--- src/rtl/bus_dev_fifo.sv ---
// -----------------------------------------------------------------------------
// bus_dev_fifo
//
// Per-terminal source FIFO feeding the parallel bus. The driver side enqueues
// packages with wr/wr_data; the bus side sees the head package on D_pop
// (show-ahead) whenever pndng is high and consumes it with pop.
//
// Ports
//   clock     : single clock, all state changes on the rising edge
//   reset     : asynchronous active-low reset
//   wr        : write strobe, enqueues wr_data this cycle
//   wr_data   : package to enqueue
//   pop       : bus consumes the head package this cycle
//   D_pop     : head package, 0 when empty
//   pndng     : FIFO non-empty
//   full      : occupancy equals depth
//   count     : current occupancy
//   overflow  : sticky, a write was dropped because the FIFO was full
//   underflow : sticky, a pop arrived while the FIFO was empty
//   drop_cnt  : number of dropped writes, saturating at 255
// -----------------------------------------------------------------------------
module bus_dev_fifo #(
  parameter int pckg_sz = 16,
  parameter int depth   = 8,
  parameter int id      = 0
) (
  input  logic                       clock,
  input  logic                       reset,
  input  logic                       wr,
  input  logic [pckg_sz-1:0]         wr_data,
  input  logic                       pop,
  output logic [pckg_sz-1:0]         D_pop,
  output logic                       pndng,
  output logic                       full,
  output logic [$clog2(depth+1)-1:0] count,
  output logic                       overflow,
  output logic                       underflow,
  output logic [7:0]                 drop_cnt
);

  localparam int aw = $clog2(depth);
  localparam int cw = $clog2(depth + 1);

  logic [pckg_sz-1:0] mem [depth];
  logic [aw-1:0]      wr_ptr;
  logic [aw-1:0]      rd_ptr;
  logic               do_wr;
  logic               do_pop;

  // Status comes only from the registered count, so there is no
  // combinational path from wr/pop to pndng, full or D_pop.
  assign pndng = (count != '0);
  assign full  = (count == cw'(depth));
  assign D_pop = pndng ? mem[rd_ptr] : '0;

  // A pop on an empty FIFO is ignored. A pop at full frees a slot in the same
  // edge, so a simultaneous write is still accepted.
  assign do_pop = pop && pndng;
  assign do_wr  = wr && (!full || do_pop);

  // NOTE: the storage array has no reset; the occupancy count gates D_pop, so
  // stale contents after a reset are never visible and the array can map to RAM.
  always_ff @(posedge clock) begin
    if (do_wr) begin
      mem[wr_ptr] <= wr_data;
    end
  end

  // NOTE: all sequential state uses non-blocking assignments so every register
  // samples the pre-edge values of its neighbours.
  always_ff @(posedge clock or negedge reset) begin
    if (!reset) begin
      wr_ptr    <= '0;
      rd_ptr    <= '0;
      count     <= '0;
      overflow  <= 1'b0;
      underflow <= 1'b0;
      drop_cnt  <= '0;
    end else begin
      if (do_wr) begin
        wr_ptr <= wr_ptr + aw'(1);
      end
      if (do_pop) begin
        rd_ptr <= rd_ptr + aw'(1);
      end

      case ({do_wr, do_pop})
        2'b10:   count <= count + cw'(1);
        2'b01:   count <= count - cw'(1);
        default: count <= count;
      endcase

      if (wr && !do_wr) begin
        overflow <= 1'b1;
        if (drop_cnt != 8'hFF) begin
          drop_cnt <= drop_cnt + 8'd1;
        end
      end

      if (pop && !pndng) begin
        underflow <= 1'b1;
      end
    end
  end

  // Simulation diagnostic for a bus popping an empty terminal; no effect on
  // the datapath.
  always_ff @(posedge clock) begin
    if (reset && pop && !pndng) begin
      $warning("bus_dev_fifo[%0d]: pop while empty", id);
    end
  end

endmodule
--- config.mk ---
export PLATFORM = sky130hd
export DESIGN_NAME = bus_dev_fifo
export DESIGN_NICKNAME = d
export VERILOG_FILES = /design/src/rtl/bus_dev_fifo.sv
export SDC_FILE = /design/constraint.sdc
export NUM_CORES = 1
export LEC_CHECK = 0
export BUFFER_PORTS_ARGS = -buffer_cell sky130_fd_sc_hd__buf_2
export CAP_MARGIN = 15
export CELL_PAD_IN_SITES_DETAIL_PLACEMENT = 0
export CELL_PAD_IN_SITES_GLOBAL_PLACEMENT = 2
export CORE_UTILIZATION = 45
export DETAILED_ROUTE_END_ITERATION = 6
export GPL_TIMING_DRIVEN = 0
export HOLD_SLACK_MARGIN = 0.03
export PLACE_DENSITY_LB_ADDON = 0.15
export SYNTH_ARGS = -nofsm -noshare
export SYNTH_HDL_FRONTEND = slang
export SYNTH_SLANG_ARGS = --single-unit
--- constraint.sdc ---
create_clock -name clock -period 3.6 [get_ports clock]
set_input_delay 1.08 -clock clock [delete_from_list [all_inputs] [get_ports clock]]
set_output_delay 1.08 -clock clock [all_outputs]
set_load 0.01 [all_outputs]
==> impl.org, run 1 <==
** Status
- Status :: finished, final reports clean

** Placed design
- HPWL reported at the end of detailed placement :: ~7300 um
- Pre-CTS worst setup slack :: 257 ps
- Total of buffers placed on input and output ports :: 51
- The congestion estimate from routability-driven global placement came to 0.691.
- Placed Cells incl. Taps :: 540

** Critical path
- The worst setup path is launched from a register.
- Type of element capturing the critical path :: output pin
- In this run the critical register-to-register path is captured at mem[5][9]$_DFFE_PP_.
- STA puts the critical path data arrival time at 2320 ps.
- The critical path is of the reg -> out type.
- Setup slack of the most critical reg-to-reg path :: 830 ps
- Maximum fanout count along the critical path :: 10
- Worst r2r src :: count[0]$_DFFE_PN0P_
- The critical path starts at rd_ptr[0]$_DFFE_PN0P_.
- The number of cells on the worst reg-to-reg path is 5.
- Data on the critical path is required at its endpoint by 2520 ps.
- The critical path ends at D_pop[11].

** Clock network
- CTS Buf Count :: 17
- Clock latency on the worst-skew pair, taken at its later pin, is 410 ps.
- Number of sinks driven by the clock tree :: 148
- The clock tree synthesis step divided the H-tree into 4 levels.
- CTS placed an instance of sky130_fd_sc_hd__clkbuf_16 at the clock tree root.
- In this run, post-CTS hold repair placed 0 buffers.
- TritonCTS built the clock tree.
- Max clock buf depth :: 2
- Clock slew seen by the registers of the worst setup and hold paths :: about 60 ps

** Floorplan
- The initial utilization of the core area, before any placement, comes to 0.467.
- The die is 117 um wide.
- The floorplan step defined a die boundary enclosing roughly 14000 um2.
- In this run the vertical extent of the chip is 117 um.
- Core area :: 12800 um2
- Site Rows :: 41
- 52 I/O pins were placed.

** STA
- Achievable frequency :: 0.294 GHz
- On the final layout, the worst hold slack is 449 ps.
- Setup repair after global routing left no endpoint under its margin.
- Final worst-path cycle share :: 0.944
- Sum of negative setup slack :: 0 ps
- In the post-route analysis, the smallest setup slack over all paths is roughly 200 ps.
- The hold violation total from the final report is 0.
- The smallest clock period supported by the final layout is computed as 3400 ps.
- Setup Viol. Count Final :: 0
- Final-report max-slew violation count :: 0
- Max-Slew Margin vs Limit :: 0.316
- At the pin with the least slew margin, the transition time is 1020 ps.
- For the final database, setup skew stands at about 6.3 ps.

** Logic synthesis
- Counting flops and latches in the post-synthesis netlist gives 148.
- Averaged over all synthesized cells, the footprint is 19.4 um2.
- Synth Net Count :: 334
- Synthesis handed over a netlist of 308 instances.
- Number of synthesized flops with an enable pin :: ~130
- In the post-synthesis netlist, the cell with the most instances is sky130_fd_sc_hd__edfxtp_1.
- For this run, the number of Yosys warnings is 0.
- Dominant cells by area after synthesis :: sky130_fd_sc_hd__edfxtp_1, sky130_fd_sc_hd__mux4_2, sky130_fd_sc_hd__dfrtp_1
- Of the synthesized area, sequential elements account for 0.728.
- Area fraction of the dominant cell type after synthesis :: 0.644
- The synthesized design spends more area on one cell type than any other, namely sky130_fd_sc_hd__edfxtp_1.
- Most frequently used flop master after synthesis :: sky130_fd_sc_hd__edfxtp_1
- Cell area after synthesis :: 5970 um2
- Number of distinct library cell variants in the gate-level netlist after synthesis :: 34
- Proportion of register bits with asynchronous set or reset after synthesis :: 0.135
- Most frequent cells after synthesis :: sky130_fd_sc_hd__edfxtp_1, sky130_fd_sc_hd__mux4_2, sky130_fd_sc_hd__nor2_1

** GRT
- The first global-routing pass estimated ~17000 um of wire.
- Met1 track utilization from global routing :: 0.236
- Number of antenna violations at the first check in global routing :: 0
- In the global route stage, met3 resource usage came out at 0.0484.
- Pin count of the biggest net entering global routing :: 21
- Vias in the first global route :: 2986
- Layer with the highest usage after global routing :: met2
- For met2 alone, demand over resource in global routing was 0.296.
- Global-route total usage across every layer :: 0.182
- GRT overflow :: 0

** Final layout
- Area taken by flip-flops and latches :: 4340 um2
- Fill cell total of the finished layout :: between 900 and 1000
- Nets@finish :: 415
- Antenna fix cells :: 0
- Post-route insts no fill :: 574
- Of the cells placed in the final design, the portion with a size suffix greater than 1 is 0.371.
- Relative area change from synthesis to final layout :: 19.9%
- In the final layout, the multi-input gates occupy roughly 1600 um2.

** Route
- After detailed routing, the average wire length per cell comes to 19.9 um.
- Drt first pass iters :: 5
- Routed via count :: 3028
- DRT iter0 DRCs :: about 200
- DRC violations left :: 0
- The count of nets left with antenna violations once routing finished came out at 0.
- Total wire length after detailed routing :: roughly 11000 um
- Vias per cell :: around 5.3

** Job
- Number of max-cap violations :: 0

** Power
- Total design power :: 5770 uW
- Power spread over the standard cell area amounts to 807 nW/um2.
- For this design the static power due to leakage is 0.00255 uW.
- The worst-case IR drop observed on VDD is 413 uV.

** Hold path
- Min-delay worst type :: reg -> reg
[how the worst min path moves through the flow]
stage | slack (ps) | to | startpoint | depth (start not counted)
finish | 450 | underflow$_DFFE_PN0P_ | underflow$_DFFE_PN0P_ | 1
global route | 490 | underflow$_DFFE_PN0P_ | underflow$_DFFE_PN0P_ | 1
CTS | 460 | underflow$_DFFE_PN0P_ | underflow$_DFFE_PN0P_ | 1
detailed placement | 440 | underflow$_DFFE_PN0P_ | underflow$_DFFE_PN0P_ | 1
global placement | 430 | underflow$_DFFE_PN0P_ | underflow$_DFFE_PN0P_ | 1
floorplan | 490 | underflow$_DFFE_PN0P_ | underflow$_DFFE_PN0P_ | 1
[critical path, stage by stage, from the launching register on]
cell and delay [ps]:
sky130_fd_sc_hd__dfrtp_1 370, sky130_fd_sc_hd__buf_2 220, sky130_fd_sc_hd__clkbuf_4 330, sky130_fd_sc_hd__mux4_2 550, sky130_fd_sc_hd__mux2i_1 210, sky130_fd_sc_hd__nor2_1 60
sky130_fd_sc_hd__buf_2 160
[per-layer routing]
layer / routed length (um) / up-vias
met2: 5730 / 56
met3: 363 / 14
met1: 5140 / 1578
met4: 167 / 0
li1: - / 1380
met5: 0 / -
[repair_timing]
action | in CTS | in global routing
setup buffers | 2 | 0
resized for setup | 2 | 5
gates cloned | 0 | 0
pin swaps | 1 | 0
setup endpoints to repair | 14 | 11
[cell families after synthesis]
logic type	synth area share
AO/OA/AOI/OAI	0.00818
XOR/XNOR	0.0147
adder cells (fa/ha/maj)	0.0126
buffers and inverters	0.0136
flip-flops	0.728
multiplexers	0.166
AND/OR/NAND/NOR	0.0568
[cell usage in the layout (no fill, tap or decap), drive strengths merged]
| cell | instances |
|---|---|
| xnor2 | 4 |
| a21boi | 1 |
| mux4 | 32 |
| mux2 | 9 |
| or2b | 1 |
| nand3 | 6 |
| o21ba | 1 |
| nor4b | 2 |
| nor4 | 5 |
| mux2i | 17 |
| ha | 6 |
| a21oi | 1 |
| or2 | 1 |
| inv | 7 |
| clkbuf | 28 |
| xor2 | 6 |
| nand3b | 1 |
| buf | 66 |
| dfrtp | 20 |
| nor3 | 6 |
| clkinv | 9 |
| edfxtp | 128 |
| nor2 | 25 |
| nand2b | 3 |
| a21o | 1 |
| a2111oi | 1 |
| clkinvlp | 1 |
| nand2 | 11 |
| o21ai | 2 |
| bufinv | 1 |
[report_power, final]
part / internal (uW) / switching, uW / total, uW
combinational: 869 / 986 / 1860
clock: 936 / 646 / 1580
sequential: 2170 / 163 / 2330
[layout make-up]
type / count / share of cell area
Timing Repair Buffer: 62 / 0.0546
Clock inverter: 12 / 0.0124
Clock buffer: 20 / 0.0610
Sequential cell: 148 / 0.607
Inverter: 6 / 0.00315
Tap cell: 172 / 0.0301
Buffer: 12 / 0.00980
Multi-Input combinational cell: 142 / 0.222
[registers in the layout, summed over array words and instances, names as in the netlist]
register and flops:
drop_cnt 8, underflow 1, mem 128, overflow 1, wr_ptr 3, rd_ptr 3, count 4
[metrics by stage]
stage | utilization | instance area (um2)
global placement | 0.505 | 6440
detailed placement | 0.517 | 6600
finish | 0.560 | 7150
floorplan | - | 5970
global route | 0.560 | 7150
CTS | 0.559 | 7140
Note: power is estimated with default switching activity, not from simulation.
==> run 2: changes to the inputs <==
Settings changed: BUFFER_PORTS_ARGS -buffer_cell sky130_fd_sc_hd__buf_2 to unset, CORE_UTILIZATION 45 to 48, DONT_BUFFER_PORTS set to 1, SETUP_SLACK_MARGIN set to 0.5.
==> impl.org, run 2 (same netlist as run 1, synthesis figures left out) <==
** STA
- The minimum period implied by the final worst setup slack is 3010 ps (-386 ps).
- Setup Viol. Count Final :: 0 (unchanged)
- The top achievable clock speed came to 0.332 GHz (+13%).
- The headroom to the max-slew limit came to 0.408 (+0.0923).
- Final worst-path cycle share :: 0.837 (-0.107)
- Final Hold Violating Endpoints :: 0 (unchanged)
- The number of slew-limit violations in the final report is 0 (unchanged).
- The actual transition at the worst max-transition pin was 883 ps (-138 ps).
- Setup repair after global routing left no endpoint under its margin.
- The worst-case hold slack came to 355 ps (-94.2 ps).
- Clock Skew :: 7.89 ps (+1.59 ps)

** Route
- DRT iter0 DRCs :: 181 (-11%)
- Post-DR wirelength/cell :: 21.5 um (+8.1%)
- The number of remaining DRC errors is 0 (unchanged).
- The met3 routed wirelength was 628 um (+73%).
- Total wire length after detailed routing :: 11100 um (-2.2%)
- WL met2 :: 5570 um (-2.9%)
- The number of antenna-violating nets in the routed design was 0 (unchanged).
- The via count normalized by instance count is 5.44 (+3.1%).
- The number of iterations in the first detailed-routing pass was 4 (-1).
- The met1 routed wirelength after detailed routing is 4800 um (-6.7%).
- Routed via count :: 2823 (-6.8%)
- Routed signal wires occupy layers up through met4.

** GRT
- The number of antenna violations at the first check in global routing was 0 (unchanged).
- First-pass GRT wire length :: 17100 um (+0.49%)
- The overall fraction of global-route tracks in use was 0.192 (+0.0102).
- The number of global-route vias before repair is 2888 (-3.3%).
- The overall overflow remaining after global route was 0 (unchanged).
- The pin count of the biggest net entering global routing came to 21 (unchanged).

** Floorplan
- Die footprint :: 12900 um2 (-6.1%)
- The chip height came to 114 um (-3.1%).
- Core area :: 12100 um2 (-5.6%)
- The initial standard-cell utilization of the core came to 0.495 (+0.0276).
- Floorplan die width :: 114 um (-3.1%)
- Site Rows :: 40 (-2.4%)
- Count of pins on the block boundary :: 52 (unchanged)

** Final layout
- Core Util, Final :: 0.581 (+0.0208)
- In the final layout, the registers with the most flip-flops are mem (128), drop_cnt (8), count (4).
- Fill cell total of the finished layout :: 918 (-8.0%)
- Register containing the most flip-flops in the final layout :: mem
- Nets@finish :: 365 (-12%)
- Relative to the synthesized area, the layout overhead comes to 17.4%.
- In the layout the commonest cells are sky130_fd_sc_hd__edfxtp_1, sky130_fd_sc_hd__mux4_2, sky130_fd_sc_hd__nor2_1, sky130_fd_sc_hd__dfrtp_1, sky130_fd_sc_hd__clkbuf_16.
- Leading cell type in the layout, fill and taps excluded :: sky130_fd_sc_hd__edfxtp_1
- The area used by multi-input combinational logic was 1600 um2 (+0.63%).
- Share of cells above drive strength 1 :: 0.302 (-0.0687)
- Area taken by flip-flops and latches :: 4340 um2 (unchanged)
- Flip-flop count of the largest register after layout :: 128 (unchanged)
- Antenna fix cells :: 0 (unchanged)

** Power
- Total design power :: 5760 uW (-0.18%)
- Power density over the cells :: 822 nW/um2 (+1.9%)
- The register share of total power is 0.411 (+0.007).
- The switching part of the total was 0.299 (-0.0124).
- The switching power of the nets was 1720 uW (-4.2%).
- Maximum resistive drop on vdd :: 466 uV (+13%)
- The combinational share of power was 0.295 (-0.027).
- Leak pwr :: 0.00239 uW (-6.2%)
- The share of total power in the clock network came to 0.295 (+0.021).
- Internal Power :: 4040 uW (+1.6%)

** Clock network
- The insertion delay of the later-clocked pin in the worst-skew pair came to 420 ps (about the same).
- TritonCTS clock tree :: built
- Number of sinks driven by the clock tree :: 148 (unchanged)
- Number of hold buffers added after CTS :: 0 (unchanged)
- The H-tree depth is 4 (unchanged).
- In this run the clock root is driven by a sky130_fd_sc_hd__clkbuf_16.
- The maximum buffer depth of the clock tree was 2 (unchanged).
- The clock slew at the register clock pins of the worst setup and hold paths came to 60 ps (about the same).
- The CTS buffer count came to 17 (unchanged).

** Critical path
- The worst path required time was 2520 ps (about the same).
- In this run the critical register-to-register path is launched from count[0]$_DFFE_PN0P_.
- The worst setup path is captured at an output pin.
- Critical Path Start :: rd_ptr[0]$_DFFE_PN0P_
- Crit Path Class :: reg -> out
- Maximum fanout count along the critical path :: 10 (unchanged)
- The data arrival time of the worst path is 1930 ps (-390 ps).
- The worst setup path is launched from a register.

** Placed design
- Placer's final routability congestion estimate :: 0.730 (+5.7%)
- HPWL reported at the end of detailed placement :: 7420 um (+2.0%)
- The number of port buffers is 0 (-100%).

** Hold path
- Min-delay worst type :: in -> async

** Status
- The run finished with clean final reports.

** Job
- Number of max-cap violations :: 0 (unchanged)
==> run 2: changes by cell type in the layout (fill, tap and decap cells not counted), sizes merged <==
cell      change
clkbuf        -6
inv           -1
clkinv        -1
buf          -46
bufinv        +2
clkinvlp      +1
==> run 2: cell type report <==
class                   instances  area share
inverters                       6     0.00321
multi-input cells             142       0.228
flip-flops and latches        148       0.620
repair buffers                 12      0.0204
well taps                     168      0.0300
clock inverters                13      0.0202
plain buffers                  12      0.0171
clock buffers                  18      0.0613
==> run 2: per-stage QoR <==
step / setup WS (ps) / cell area (um2) / cells / setup TNS, ps
5_1_grt: 504 / 7010 / 519 / 0
3_5_place_dp: 482 / 6350 / 485 / 0
2_1_floorplan: 376 / 5980 / 308 / 0
3_3_place_gp: -959 / 6190 / 476 / -50240
6_report: 587 / 7010 / 519 / 0
4_1_cts: 502 / 6980 / 517 / 0
==> run 2: critical path: stages, from the launching register on <==
cell	delay (ps)
sky130_fd_sc_hd__dfrtp_1	370
sky130_fd_sc_hd__buf_6	150
sky130_fd_sc_hd__buf_12	160
sky130_fd_sc_hd__mux4_2	530
sky130_fd_sc_hd__mux2i_2	200
sky130_fd_sc_hd__nor2_1	110
==> run 2: worst paths after layout <==
path	endpoint	slack, ps	cells past startpoint
hold reg to reg	underflow$_DFFE_PN0P_	530	1
setup / recovery	D_pop[13]	590	5
max in group asynchronous	count[2]$_DFFE_PN0P_	3160	0
hold / removal	underflow$_DFFE_PN0P_	360	0
min in group clock	underflow$_DFFE_PN0P_	530	1
setup reg to reg	count[2]$_DFFE_PN0P_	750	10
==> run 2: power by group through the flow <==
stage | logic, uW | registers (uW) | clock network [uW]
final | 1700 | 2360 | 1700
after global routing | 1830 | 2400 | 1790
after CTS | 1720 | 2370 | 1730
after detailed placement | 1630 | 2400 | 0
after global placement | 1530 | 2380 | 0
after floorplan | 1210 | 2350 | 0
==> run 2: layer usage <==
| metal | GRT usage | vias up |
|---|---|---|
| li1 | - | 1280 |
| met1 | 0.245 | 1453 |
| met2 | 0.307 | 77 |
| met3 | 0.0595 | 13 |
| met4 | 0.0807 | 0 |
| met5 | 0 | - |
==> run 2: timing repair <==
| item | in CTS | in global routing |
|---|---|---|
| gates resized for setup | 21 | 3 |
| buffers inserted | 1 | 2 |
| pin swaps | 1 | 0 |
| endpoints found under the setup margin | 17 | 12 |
| cloned | 0 | 0 |
==> run 3: changes to the inputs <==
Settings changed: ABC_AREA set to 1, CORE_UTILIZATION 48 to 43.
Clock period 3.6 ns to 3 ns, I/O delays scaled along.
==> impl.org, run 3 <==
** Placed design
- The count of placed standard cells including taps is 705 (+45%).
- Total of buffers placed on input and output ports :: 0 (unchanged)
- HPWL reported at the end of detailed placement :: 9650 um (+30%)
- The weighted congestion reported at the end of routability-driven placement was 0.726 (-0.55%).

** Floorplan
- The core area was 14000 um2 (+16%).
- The horizontal die dimension is 122 um (+7.5%).
- Count of pins on the block boundary :: 52 (unchanged)
- Site Rows :: 43 (+7.5%)
- Y dimension of the die :: 122 um (+7.5%)
- Effective utilization at floorplan :: 0.443 (-0.0518)
- The die footprint came to 14900 um2 (+16%).

** Route
- The total wirelength of the detailed-routed design was 14900 um (+34%).
- Post-DR wirelength/cell :: 19.9 um (-7.4%)
- Vias per cell :: 5.24 (-3.7%)
- DRC violations left :: 0 (unchanged)
- Routed via count :: 3925 (+39%)
- The number of antenna-violating nets in the routed design is 0 (unchanged).
- The starting DRC count in detailed routing came to 287 (+59%).
- Drt first pass iters :: 4 (unchanged)

** Final layout
- The core occupancy in the finished layout came to 0.536 (-0.0450).
- The area growth from synthesis to layout is 20.9%.
- The share of post-route cells with drive strength above 1 was 0.223 (-0.0788).
- The count of nets after finishing is 583 (+60%).
- mem holds more flip-flops than any other register.
- The number of fill cells in the layout came to 1194 (+30%).
- Antenna fix cells :: 0 (unchanged)
- The library cells used most frequently in the layout, excluding fill and tap cells, are sky130_fd_sc_hd__edfxtp_1, sky130_fd_sc_hd__nor2_1, sky130_fd_sc_hd__nand2_1, sky130_fd_sc_hd__o21ai_0, sky130_fd_sc_hd__nor2_2.
- Regs by FF count :: mem (128), drop_cnt (8), count (4)
- The final standard cell count with taps included and fillers excluded is 749 (+44%).
- Flip-flop count of the largest register after layout :: 128 (unchanged)
- Leaving out fill and tap cells, the most frequent cell in the layout is sky130_fd_sc_hd__edfxtp_1.

** Logic synthesis
- The portion of synthesized cell area occupied by the leading cell type came to 0.620 (-0.0238).
- Largest area contributor in the synthesized netlist :: sky130_fd_sc_hd__edfxtp_1
- Synth Net Count :: 544 (+63%)
- Instance count of the mapped netlist :: 518 (+68%)
- Number of synthesis warnings :: 0 (unchanged)
- Proportion of register bits with asynchronous set or reset after synthesis :: 0.135 (unchanged)
- Among all cell types in the netlist, the one instantiated most often is sky130_fd_sc_hd__edfxtp_1.
- Cell area after synthesis :: 6200 um2 (+3.8%)
- The distinct cell type count after synthesis came to 33 (-2.9%).
- Ranked by instance count, the synthesized netlist is headed by sky130_fd_sc_hd__edfxtp_1, sky130_fd_sc_hd__nor2_1, sky130_fd_sc_hd__nand2_1.
- The number of flops mapped to enable cells by yosys was 128 (unchanged).
- Dominant cells by area after synthesis :: sky130_fd_sc_hd__edfxtp_1, sky130_fd_sc_hd__dfrtp_1, sky130_fd_sc_hd__nor2_1
- Most frequently used flop master after synthesis :: sky130_fd_sc_hd__edfxtp_1
- The post-synthesis area per instance was 12.0 um2 (-38%).
- The synthesis-stage register bit count was 148 (unchanged).
- The sequential element share of the synthesized area was 0.701 (-0.0269).

** Critical path
- Critical Path Start :: rd_ptr[0]$_DFFE_PN0P_
- The critical path is of the reg -> out type.
- The data arrival time of the worst path was 1750 ps (-180 ps).
- Setup slack of the most critical reg-to-reg path :: 750 ps (about the same)
- Critical path startpoint category :: register
- STA classifies the critical path endpoint as an output pin.
- The worst register-to-register path begins at count[3]$_DFFE_PN0P_.
- The peak fanout along the critical path is 8 (-2).
- The worst path required time came to 2100 ps (-420 ps).
- The most critical setup path has its endpoint at D_pop[12].
- Worst R2R Path Depth :: 6 (-4)
- Endpoint of the lowest-slack register-to-register path :: mem[6][15]$_DFFE_PP_

** Job
- Number of max-cap violations :: 0 (unchanged)

** STA
- Setup repair after global routing missed its margin :: true
- The final number of setup-violating endpoints was 0 (unchanged).
- The worst-case hold slack is 171 ps (-184 ps).
- Minimum clock period :: 2650 ps
- Final worst-path cycle share :: 0.882
- Clock Skew :: 7.51 ps (-0.384 ps)
- The actual transition at the worst max-transition pin is 959 ps (+75.9 ps).
- The headroom to the max-slew limit is 0.360 (-0.0481).
- For this run, the top clock speed supported by timing is 0.378 GHz.
- The total negative setup slack was 0 ps (unchanged).
- The number of slew-limit violations in the final report is 0 (unchanged).
- The hold violation total from the final report came to 0 (unchanged).

** Power
- Total design power :: 7860 uW (+37%)
- Maximum resistive drop on vdd :: 564 uV (+21%)
- The leakage power is 0.00270 uW (+13%).
- The total power per unit cell area was 1050 nW/um2 (+28%).

** GRT
- The number of global-route vias before repair came to 3956 (+37%).
- The overall overflow remaining after global route came to 0 (unchanged).
- Global-route total usage across every layer :: 0.214 (+0.0225)
- The number of antenna violations at the first check in global routing is 0 (unchanged).
- Pin count of the biggest net entering global routing :: 21 (unchanged)
- The global-route wire length before repair is 22300 um (+30%).

** Clock network
- The CTS buffer count is 17 (unchanged).
- CTS HTree Levels :: 4 (unchanged)
- Number of sinks driven by the clock tree :: 148 (unchanged)
- Max clock buf depth :: 2 (unchanged)
- Clock slew seen by the registers of the worst setup and hold paths :: 60 ps (about the same)
- Clock Root Buffer :: sky130_fd_sc_hd__clkbuf_16
- TritonCTS built the clock tree.
- Insertion delay of the later-clocked pin in the worst-skew pair :: 420 ps (about the same)

** Hold path
- The tightest min-delay check is of the in -> async type.

** Status
- Status :: finished, final reports clean
[run 3: cell count changes in the layout (fill, tap and decap cells not counted), sizes merged, moves of 4 or more]
| cell | before | now |
|---|---|---|
| nor2 | 25 | 130 |
| o21ai | 2 | 71 |
| nand2 | 11 | 61 |
| mux4 | 32 | 0 |
| buf | 20 | 37 |
| mux2i | 17 | 0 |
| o211ai | 0 | 16 |
| o22ai | 0 | 16 |
| inv | 6 | 15 |
| mux2 | 9 | 0 |
| nor3 | 6 | 0 |
| clkbuf | 22 | 27 |
| nor4 | 5 | 1 |
[run 3: per-stage QoR]
step	worst slack, ps	area, um2
2_1_floorplan	562	6200
4_1_cts	333	7300
6_report	353	7490
3_5_place_dp	405	6550
3_3_place_gp	-205	6420
5_1_grt	280	7490
[run 3: power breakdown]
part / leakage [uW] / switching, uW / internal (uW)
sequential: 0.00140 / 200 / 2580
clock: 0.000247 / 785 / 1120
combinational: 0.00105 / 1940 / 1250
[run 3: logic make-up after synthesis]
family	Yosys count	share of synthesized area
and+or+nand+nor	205	0.136
DFF	148	0.701
AOI/OAI and AO/OA	107	0.0973
buffers and inverters	41	0.0380
xor gates and xnor gates	11	0.0155
adders and majority gates	6	0.0121
[run 3: per-layer routing]
metal | wire (um) | track usage | vias to the layer above
li1 | - | - | 1903
met1 | 6280 | 0.267 | 1906
met2 | 7560 | 0.358 | 92
met3 | 729 | 0.0454 | 24
met4 | 334 | 0.0960 | 0
met5 | 0 | 0 | -
[run 3: worst min path at each step]
stage | to | slack [ps] | depth (start not counted)
finish | drop_cnt[5]$_DFFE_PN0P_ | 170 | 0
CTS | drop_cnt[1]$_DFFE_PN0P_ | 150 | 0
global route | drop_cnt[5]$_DFFE_PN0P_ | 150 | 0
detailed placement | overflow$_DFFE_PN0P_ | 530 | 2
global placement | overflow$_DFFE_PN0P_ | 520 | 2
floorplan | wr_ptr[0]$_DFFE_PN0P_ | 500 | 2
[run 3: final cells by class]
| type | instances | area (um2) | area share |
|---|---|---|---|
| flip-flops and latches | 148 | 4350 | 0.580 |
| multi-input cells | 329 | 1780 | 0.237 |
| clock buffers | 19 | 433 | 0.0578 |
| plain buffers | 25 | 320 | 0.0427 |
| repair buffers | 20 | 235 | 0.0314 |
| well taps | 180 | 225 | 0.0301 |
| clock inverters | 12 | 91.3 | 0.0122 |
| inverters | 16 | 61.3 | 0.00818 |
[run 3: timing repair]
action	in CTS	in global routing
setup buffers	6	4
pin swaps	6	19
cloned	1	2
endpoints found under the hold margin	0	0
resized for setup	57	35
hold buffers	0	0
setup endpoints to repair	17	16
[run 3: worst max-delay path, cell delays in order (launching register included)]
cell	delay [ps]
sky130_fd_sc_hd__dfrtp_2	440
sky130_fd_sc_hd__inv_2	90
sky130_fd_sc_hd__buf_12	160
sky130_fd_sc_hd__clkbuf_16	150
sky130_fd_sc_hd__nor2_1	40
sky130_fd_sc_hd__o211ai_1	180
sky130_fd_sc_hd__nand2_1	130
sky130_fd_sc_hd__nor2_4	130
